[src/rtl/pht_if.sv]
// Lookup, prediction and training signals between the fetch/resolve logic and the PHT.
interface pht_if #(
  parameter int unsigned BHR_WIDTH      = 3,
  parameter int unsigned PC_INDEX_WIDTH = 3
);
  // Lookup requests, one per fetch slot
  logic                      rd_valid0;
  logic [PC_INDEX_WIDTH-1:0] rd_pc_idx0;
  logic [BHR_WIDTH-1:0]      rd_hist0;
  logic                      rd_valid1;
  logic [PC_INDEX_WIDTH-1:0] rd_pc_idx1;
  logic [BHR_WIDTH-1:0]      rd_hist1;

  // Registered predictions
  logic                      pred_valid0;
  logic                      pred_taken0;
  logic [1:0]                pred_cnt0;
  logic                      pred_valid1;
  logic                      pred_taken1;
  logic [1:0]                pred_cnt1;

  // Training at branch resolution
  logic                      upd_en;
  logic [PC_INDEX_WIDTH-1:0] upd_pc_idx;
  logic [BHR_WIDTH-1:0]      upd_hist;
  logic                      upd_taken;

  modport master (
    output rd_valid0, rd_pc_idx0, rd_hist0,
    output rd_valid1, rd_pc_idx1, rd_hist1,
    output upd_en, upd_pc_idx, upd_hist, upd_taken,
    input  pred_valid0, pred_taken0, pred_cnt0,
    input  pred_valid1, pred_taken1, pred_cnt1
  );

  modport slave (
    input  rd_valid0, rd_pc_idx0, rd_hist0,
    input  rd_valid1, rd_pc_idx1, rd_hist1,
    input  upd_en, upd_pc_idx, upd_hist, upd_taken,
    output pred_valid0, pred_taken0, pred_cnt0,
    output pred_valid1, pred_taken1, pred_cnt1
  );
endinterface

[src/rtl/pht.sv]
// Pattern History Table: 2-bit saturating counters indexed by {pc_idx, local history}.
// Two registered lookup ports, one training port, with write-to-read forwarding.
module pht #(
  parameter int unsigned BHR_WIDTH      = 3,
  parameter int unsigned PC_INDEX_WIDTH = 3,
  parameter logic [1:0]  CNT_INIT       = 2'b01
) (
  input logic   clock,
  input logic   reset,
  pht_if.slave  pht_bus
);

  localparam int unsigned IW      = PC_INDEX_WIDTH + BHR_WIDTH;
  localparam int unsigned ENTRIES = 1 << IW;

  logic [1:0]    r_table [ENTRIES];

  logic [IW-1:0] w_rd_idx0;
  logic [IW-1:0] w_rd_idx1;
  logic [IW-1:0] w_upd_idx;
  logic [1:0]    w_upd_cur;
  logic [1:0]    w_upd_next;
  logic [1:0]    w_rd_cnt0;
  logic [1:0]    w_rd_cnt1;

  logic          r_pred_valid0;
  logic          r_pred_taken0;
  logic [1:0]    r_pred_cnt0;
  logic          r_pred_valid1;
  logic          r_pred_taken1;
  logic [1:0]    r_pred_cnt1;

  assign w_rd_idx0 = {pht_bus.rd_pc_idx0, pht_bus.rd_hist0};
  assign w_rd_idx1 = {pht_bus.rd_pc_idx1, pht_bus.rd_hist1};
  assign w_upd_idx = {pht_bus.upd_pc_idx, pht_bus.upd_hist};

  // Saturating next value of the counter being trained
  always_comb begin
    w_upd_cur  = r_table[w_upd_idx];
    w_upd_next = w_upd_cur;
    if (pht_bus.upd_taken) begin
      if (w_upd_cur != 2'b11) w_upd_next = w_upd_cur + 2'd1;
    end else begin
      if (w_upd_cur != 2'b00) w_upd_next = w_upd_cur - 2'd1;
    end
  end

  // Read values, forwarding a same-cycle update so lookups never see a stale counter
  always_comb begin
    w_rd_cnt0 = r_table[w_rd_idx0];
    w_rd_cnt1 = r_table[w_rd_idx1];
    if (pht_bus.upd_en && (w_upd_idx == w_rd_idx0)) w_rd_cnt0 = w_upd_next;
    if (pht_bus.upd_en && (w_upd_idx == w_rd_idx1)) w_rd_cnt1 = w_upd_next;
  end

  // Counter storage: reset to CNT_INIT, reset takes priority over training
  always_ff @(posedge clock) begin
    if (reset) begin
      for (int i = 0; i < ENTRIES; i++) begin
        r_table[i] <= CNT_INIT;
      end
    end else if (pht_bus.upd_en) begin
      r_table[w_upd_idx] <= w_upd_next;
    end
  end

  // Prediction registers; an invalid slot reports all zeros
  always_ff @(posedge clock) begin
    if (reset) begin
      r_pred_valid0 <= 1'b0;
      r_pred_taken0 <= 1'b0;
      r_pred_cnt0   <= 2'b00;
      r_pred_valid1 <= 1'b0;
      r_pred_taken1 <= 1'b0;
      r_pred_cnt1   <= 2'b00;
    end else begin
      r_pred_valid0 <= pht_bus.rd_valid0;
      r_pred_taken0 <= pht_bus.rd_valid0 & w_rd_cnt0[1];
      r_pred_cnt0   <= pht_bus.rd_valid0 ? w_rd_cnt0 : 2'b00;
      r_pred_valid1 <= pht_bus.rd_valid1;
      r_pred_taken1 <= pht_bus.rd_valid1 & w_rd_cnt1[1];
      r_pred_cnt1   <= pht_bus.rd_valid1 ? w_rd_cnt1 : 2'b00;
    end
  end

  assign pht_bus.pred_valid0 = r_pred_valid0;
  assign pht_bus.pred_taken0 = r_pred_taken0;
  assign pht_bus.pred_cnt0   = r_pred_cnt0;
  assign pht_bus.pred_valid1 = r_pred_valid1;
  assign pht_bus.pred_taken1 = r_pred_taken1;
  assign pht_bus.pred_cnt1   = r_pred_cnt1;

endmodule
[src/flat_wrapper.sv]
// flat-port wrapper written by rule: the top's interface ports become plain ports
module pht_flat 
#(
  parameter int unsigned BHR_WIDTH      = 3,
  parameter int unsigned PC_INDEX_WIDTH = 3,
  parameter logic [1:0]  CNT_INIT       = 2'b01
)
  (clock, reset, pht_bus_rd_valid0, pht_bus_rd_pc_idx0, pht_bus_rd_hist0, pht_bus_rd_valid1, pht_bus_rd_pc_idx1, pht_bus_rd_hist1, pht_bus_upd_en, pht_bus_upd_pc_idx, pht_bus_upd_hist, pht_bus_upd_taken, pht_bus_pred_valid0, pht_bus_pred_taken0, pht_bus_pred_cnt0, pht_bus_pred_valid1, pht_bus_pred_taken1, pht_bus_pred_cnt1);
  pht_if #(.BHR_WIDTH(BHR_WIDTH), .PC_INDEX_WIDTH(PC_INDEX_WIDTH)) pht_bus_i ();
  input logic clock;
  input logic reset;
  input wire logic [$bits(pht_bus_i.rd_valid0)-1:0] pht_bus_rd_valid0;
  input wire logic [$bits(pht_bus_i.rd_pc_idx0)-1:0] pht_bus_rd_pc_idx0;
  input wire logic [$bits(pht_bus_i.rd_hist0)-1:0] pht_bus_rd_hist0;
  input wire logic [$bits(pht_bus_i.rd_valid1)-1:0] pht_bus_rd_valid1;
  input wire logic [$bits(pht_bus_i.rd_pc_idx1)-1:0] pht_bus_rd_pc_idx1;
  input wire logic [$bits(pht_bus_i.rd_hist1)-1:0] pht_bus_rd_hist1;
  input wire logic [$bits(pht_bus_i.upd_en)-1:0] pht_bus_upd_en;
  input wire logic [$bits(pht_bus_i.upd_pc_idx)-1:0] pht_bus_upd_pc_idx;
  input wire logic [$bits(pht_bus_i.upd_hist)-1:0] pht_bus_upd_hist;
  input wire logic [$bits(pht_bus_i.upd_taken)-1:0] pht_bus_upd_taken;
  output wire logic [$bits(pht_bus_i.pred_valid0)-1:0] pht_bus_pred_valid0;
  output wire logic [$bits(pht_bus_i.pred_taken0)-1:0] pht_bus_pred_taken0;
  output wire logic [$bits(pht_bus_i.pred_cnt0)-1:0] pht_bus_pred_cnt0;
  output wire logic [$bits(pht_bus_i.pred_valid1)-1:0] pht_bus_pred_valid1;
  output wire logic [$bits(pht_bus_i.pred_taken1)-1:0] pht_bus_pred_taken1;
  output wire logic [$bits(pht_bus_i.pred_cnt1)-1:0] pht_bus_pred_cnt1;
  assign pht_bus_i.rd_valid0 = pht_bus_rd_valid0;
  assign pht_bus_i.rd_pc_idx0 = pht_bus_rd_pc_idx0;
  assign pht_bus_i.rd_hist0 = pht_bus_rd_hist0;
  assign pht_bus_i.rd_valid1 = pht_bus_rd_valid1;
  assign pht_bus_i.rd_pc_idx1 = pht_bus_rd_pc_idx1;
  assign pht_bus_i.rd_hist1 = pht_bus_rd_hist1;
  assign pht_bus_i.upd_en = pht_bus_upd_en;
  assign pht_bus_i.upd_pc_idx = pht_bus_upd_pc_idx;
  assign pht_bus_i.upd_hist = pht_bus_upd_hist;
  assign pht_bus_i.upd_taken = pht_bus_upd_taken;
  assign pht_bus_pred_valid0 = pht_bus_i.pred_valid0;
  assign pht_bus_pred_taken0 = pht_bus_i.pred_taken0;
  assign pht_bus_pred_cnt0 = pht_bus_i.pred_cnt0;
  assign pht_bus_pred_valid1 = pht_bus_i.pred_valid1;
  assign pht_bus_pred_taken1 = pht_bus_i.pred_taken1;
  assign pht_bus_pred_cnt1 = pht_bus_i.pred_cnt1;
  pht #(.BHR_WIDTH(BHR_WIDTH), .PC_INDEX_WIDTH(PC_INDEX_WIDTH), .CNT_INIT(CNT_INIT)) u_core (.clock(clock), .reset(reset), .pht_bus(pht_bus_i));
endmodule
[config.mk]
export PLATFORM = sky130hd
export DESIGN_NAME = pht_flat
export DESIGN_NICKNAME = d
export VERILOG_FILES = /design/src/rtl/pht_if.sv /design/src/rtl/pht.sv /design/src/flat_wrapper.sv
export SDC_FILE = /design/constraint.sdc
export NUM_CORES = 1
export LEC_CHECK = 0
export ABC_AREA = 1
export CORE_MARGIN = 2
export CORE_UTILIZATION = 28
export CTS_CLUSTER_SIZE = 25
export DETAILED_ROUTE_END_ITERATION = 10
export GPL_ROUTABILITY_DRIVEN = 0
export PLACE_DENSITY_LB_ADDON = 0.12
export SLEW_MARGIN = 20
export SYNTH_ARGS = -nofsm -noshare
export SYNTH_HDL_FRONTEND = slang
export SYNTH_SLANG_ARGS = --single-unit
[constraint.sdc]
create_clock -name clock -period 4.05 [get_ports clock]
set_input_delay 0.405 -clock clock [delete_from_list [all_inputs] [get_ports clock]]
set_output_delay 0.405 -clock clock [all_outputs]
set_load 0.01 [all_outputs]
### Word level (Yosys, flattened, before mapping)

Memories as Yosys holds them, arrays and structs flattened.
Cells that the tools add are included.
W data, S select, Z words.

* memory bits (read-only): 0
* memories: 1
* output and inout bits: 8
* register bits after elaboration: 8
* word-level logic and storage cells: 35
* latch bits: 0
* memory bits (writable): 128
* input port bits: 24

* add/sub/neg operators: 2
* magnitude comparators: 0
* shift-type cells: 0
* $mul: 0
* equality and inequality tests: 3
* bitwise gates (word level): 4
* reduce and logical (&&, ||, !) cells: 6
* div/mod/pow operators: 0
* multiplexer cells: 13

Memories
* u_core.r_table: depth 64, width 2, rd ports 3, clocked after Yosys merged registers in 0, write ports 64, line pht.sv:16 `logic [1:0] r_table [ENTRIES];`

Operators with widths (number)
* $eq A6 B6 Y1: 2
* $mux W2: 6
* $mux W1: 6
* $mux W6: 1
* $reduce_or A2 Y1: 3
* $add A2 B1 Y2 const B: 1
* $and A1 B1 Y1: 2
* $logic_and A1 B1 Y1: 2
* $ne A2 B2 Y1 const B: 1
* $not A1 Y1: 2
* $reduce_bool A2 Y1: 1
* $sub A2 B1 Y2 const B: 1

### Depth between registers and ports, before layout

An unclocked memory read counts as a cell.

* word-level depth: 6
* gate-level depth with buffers: 19

### Worst setup path before layout

OpenSTA, ideal clock, no wires.

* path kind: input port to flip-flop
* start point: in pht_bus_upd_hist[0]
* end point: mem u_core.r_table[48][1], data pin
* arrival: 1.898 ns
* stages: 15
* setup time: 0.251 ns
* slack: 1.901 ns
* path through: buf_2 -> buf_4 -> or2_0 -> nand3_1 -> nand2_1 -> o21ai_1 -> nand2_1 -> nor2_1 -> nand2_1 -> nand2_2 -> nand2_1 -> nand2_1 -> buf_4 -> buf_6 -> nor2_1

RTL lines
* start: declaration: line flat_wrapper.sv:20 `input wire logic [$bits(pht_bus_i.upd_hist)-1:0] pht_bus_upd_hist;`
* end: declaration: line pht.sv:16

==> key figures <==
Clock tree
  • CTS max path bufs: 2
  • Clk sink count: 136
  • CTS Hold Buffers Added: 0
  • CTS tree: done
  • CTS Buf Count: 17
  • Postcts setup bufs: 0
  • Cts repair resizes: 0
  • CTS Root Buffer Type: clkbuf_16
  • Clk slew on worst S/H paths: 0.07 ns
  • Worst-Skew Late Latency: 0.44 ns
  • Number of H-tree levels: 4

Global route
  • Largest net degree at the start of global routing: 80
  • Met3 Use GR: 0.0348
  • Total grt overflow: 0
  • GRT Overall Usage: 0.225
  • Met2 Use GR: 0.365
  • First-pass GRT wire length: 60.2 mm
  • Vias in the first global route: 9240
  • Met1 usage: 0.310
  • Global route hottest layer: met2
  • Antenna violations before repair: 0

Critical path
  • CP arrival: 3.21 ns
  • CP Cell Sequence: clkdlybuf4s50_1 > nor2_1 > buf_4 > nand3_1 > nand2_1 > nor2_1 > nand2_1 > nand2_1 > nand4_1 > nor2_1 > nand2_1 > nand2_1 > inv_2 > buf_12 > nand2_1
  • Crit end category: flop
  • CP Class: in -> reg
  • Crit-path max cell delay: 0.61 ns
  • Nature of the critical path startpoint: input pin
  • Cell mode on critical path: nand2_1
  • Crit Path Max Fanout: 27
  • CP Data Required Time: 4.24 ns
  • Crit path max-delay cell type: clkdlybuf4s50_1

Routing
  • Antenna Nets Post-Route: 0
  • Iteration-0 DRC Markers: 921
  • Final wirelength: 39.9 mm
  • WL/cell: 20.1 µm
  • DRC: 0
  • Vias post-DR: 9833
  • Pre-Repair DR Iteration Count: 5
  • Vias per cell: 4.95

Place
  • HPWL Detailed: 25.9 mm
  • Buffers on Ports: 31

Yosys
  • Synth area leaders: edfxtp_1 39%, nand2_1 27%, nand3_1 13%
  • Post-synth top area share: 0.393
  • Syn Std Cell Area: 9770 µm²
  • Sequential fraction of the synthesis area: 0.410
  • Syn avg cell area: 6.37 µm²
  • Syn nets: 1558
  • Cells after synthesis: 1534
  • Cell type with the highest aggregate area in the netlist: edfxtp_1
  • Flops & latches, synth: 136
  • Unique masters post-synth: 28
  • Yosys warning count: 0

Power
  • Pwr Density: 363 nW/µm²
  • Combinational fraction of design power: 0.184
  • Clock power share: 0.418
  • Peak VDD IR: 306 µV
  • Seq pwr share: 0.398
  • Pint: 2.81 mW
  • Switch share: 0.304
  • Sw power: 1.22 mW
  • Cell leakage power: 4.74 nW

STA
  • Tmin final: 3.03 ns
  • Worst Tran Pin Value: 0.888 ns
  • Slew Viols, Final: 0
  • Final period utilization: 0.747
  • RSZ-0062 raised after global routing: false
  • Highest Clock Rate: 330 MHz
  • # setup viols final: 0
  • Fin. Hold Viols: 0
  • Setup TNS: 0 ns
  • Clock skew: 0.0119 ns
  • Slew HR: 0.408

Floorplanning
  • Chip Width: 191 µm
  • Io pins: 32
  • Height of the die: 191 µm
  • Std cell rows: 68
  • Initial Util: 0.284
  • Full die area: 36400 µm²
  • Core area: 34500 µm²

Final layout
  • Most frequent cells in the layout: 698 x nand2_1, 254 x nand3_1, 162 x nor2_1
  • Layout area overhead: 13.8%
  • N_diodes: 0
  • Nets: 1544
  • Utilization after layout: 0.323
  • Commonest non-fill, non-tap cell in the layout: nand2_1
  • Layout cell share with drive strength beyond 1: 0.0470

Outcome
  • Status: complete, no violations

Flow run
  • MaxCap Viol Count: 0

Hold path
  • Path type of the worst min-delay path: in -> reg
==> cell families after synthesis <==
group                  Yosys count  share of synthesized area
AND/OR/NAND/NOR               1130                      0.470
AO/OA/AOI/OAI                   38                     0.0223
flip-flops                     136                      0.410
XOR/XNOR                         2                    0.00179
buffers and inverters          228                     0.0965
==> critical path, delay by kind of cell <==
family,cells,cell delay [ns]
simple gates,11,1.29
buf+inv,4,1.47
==> final timing paths <==
check,from,endpoint,slack (ns),cells after the start
worst min register to register,u_core.r_table[10][0]$_SDFFCE_PN1P_,u_core.pht_bus.pred_cnt1[0]$_SDFF_PP0_,1.07,12
worst max register to register,u_core.r_table[31][1]$_SDFFCE_PN0P_,u_core.r_table[35][0]$_SDFFCE_PN1P_,1.58,12
worst min-delay path,pht_bus_rd_valid0,u_core.pht_bus.pred_valid0$_SDFF_PP0_,0.52,3
worst max-delay path,pht_bus_upd_hist[2],u_core.r_table[35][0]$_SDFFCE_PN1P_,1.02,15
==> final cells by class <==
cell class | instances | area [µm²]
fillers | 3773 | 23300
multi-input cells | 1170 | 4830
flip-flops and latches | 136 | 4000
repair buffers | 63 | 611
well taps | 455 | 569
inverters | 132 | 495
clock buffers | 19 | 433
clock inverters | 12 | 178
==> power by group through the flow <==
| stage | registers (mW) | logic, mW | clock network, mW |
|---|---|---|---|
| 6_report | 1.60 | 0.741 | 1.69 |
| 5_1_grt | 1.61 | 0.814 | 1.78 |
| 4_1_cts | 1.60 | 0.740 | 1.71 |
| 3_5_place_dp | 1.63 | 0.737 | 0 |
| 3_3_place_gp | 1.63 | 0.740 | 0 |
| 2_1_floorplan | 1.62 | 0.462 | 0 |
==> per-stage QoR <==
stage | std cells | hold WS, ns | cell area [µm²] | worst slack, ns | power [mW]
after floorplan | 1534 | 0.499 | 9770 | 1.90 | 2.08
after global placement | 1956 | 0.982 | 10500 | 0.590 | 2.37
after detailed placement | 1956 | 0.972 | 10500 | 0.584 | 2.37
after CTS | 1987 | 0.514 | 11100 | 1.03 | 4.05
after global routing | 1987 | 0.553 | 11100 | 0.781 | 4.20
final | 1987 | 0.522 | 11100 | 1.02 | 4.03
==> synthesized netlist by cell type <==
cell type and instances:
nand2_1 699, nand3_1 254, nor2_1 162, edfxtp_1 128, inv_1 125, clkbuf_1 49
buf_2 25, a21oi_1 14, buf_1 10, buf_4 9, dfxtp_1 8, o211ai_1 8
o21ai_0 7, nor3_1 5, inv_2 4, o21ai_1 4, o22ai_1 4, buf_6 3
clkinv_1 3, or2_0 3, nand4_1 2, xor2_1 2, a211oi_1 1, and2_1 1
nand2_2 1, nand3b_1 1, nor4_1 1, or2_2 1
==> registers in the layout, summed over array words and instances, names as in the netlist <==
signal,cells
u_core.pht_bus.pred_taken0,1
u_core.r_table,128
u_core.pht_bus.pred_taken1,1
u_core.pht_bus.pred_valid1,1
u_core.pht_bus.pred_cnt0,2
u_core.pht_bus.pred_valid0,1
u_core.pht_bus.pred_cnt1,2
==> routing by layer <==
layer	share of wire	wire length, µm
met4	0.017	697
met5	0	0
met3	0.068	2720
met2	0.47	18600
met1	0.45	17800
Note: power is estimated with default switching activity, not from simulation.
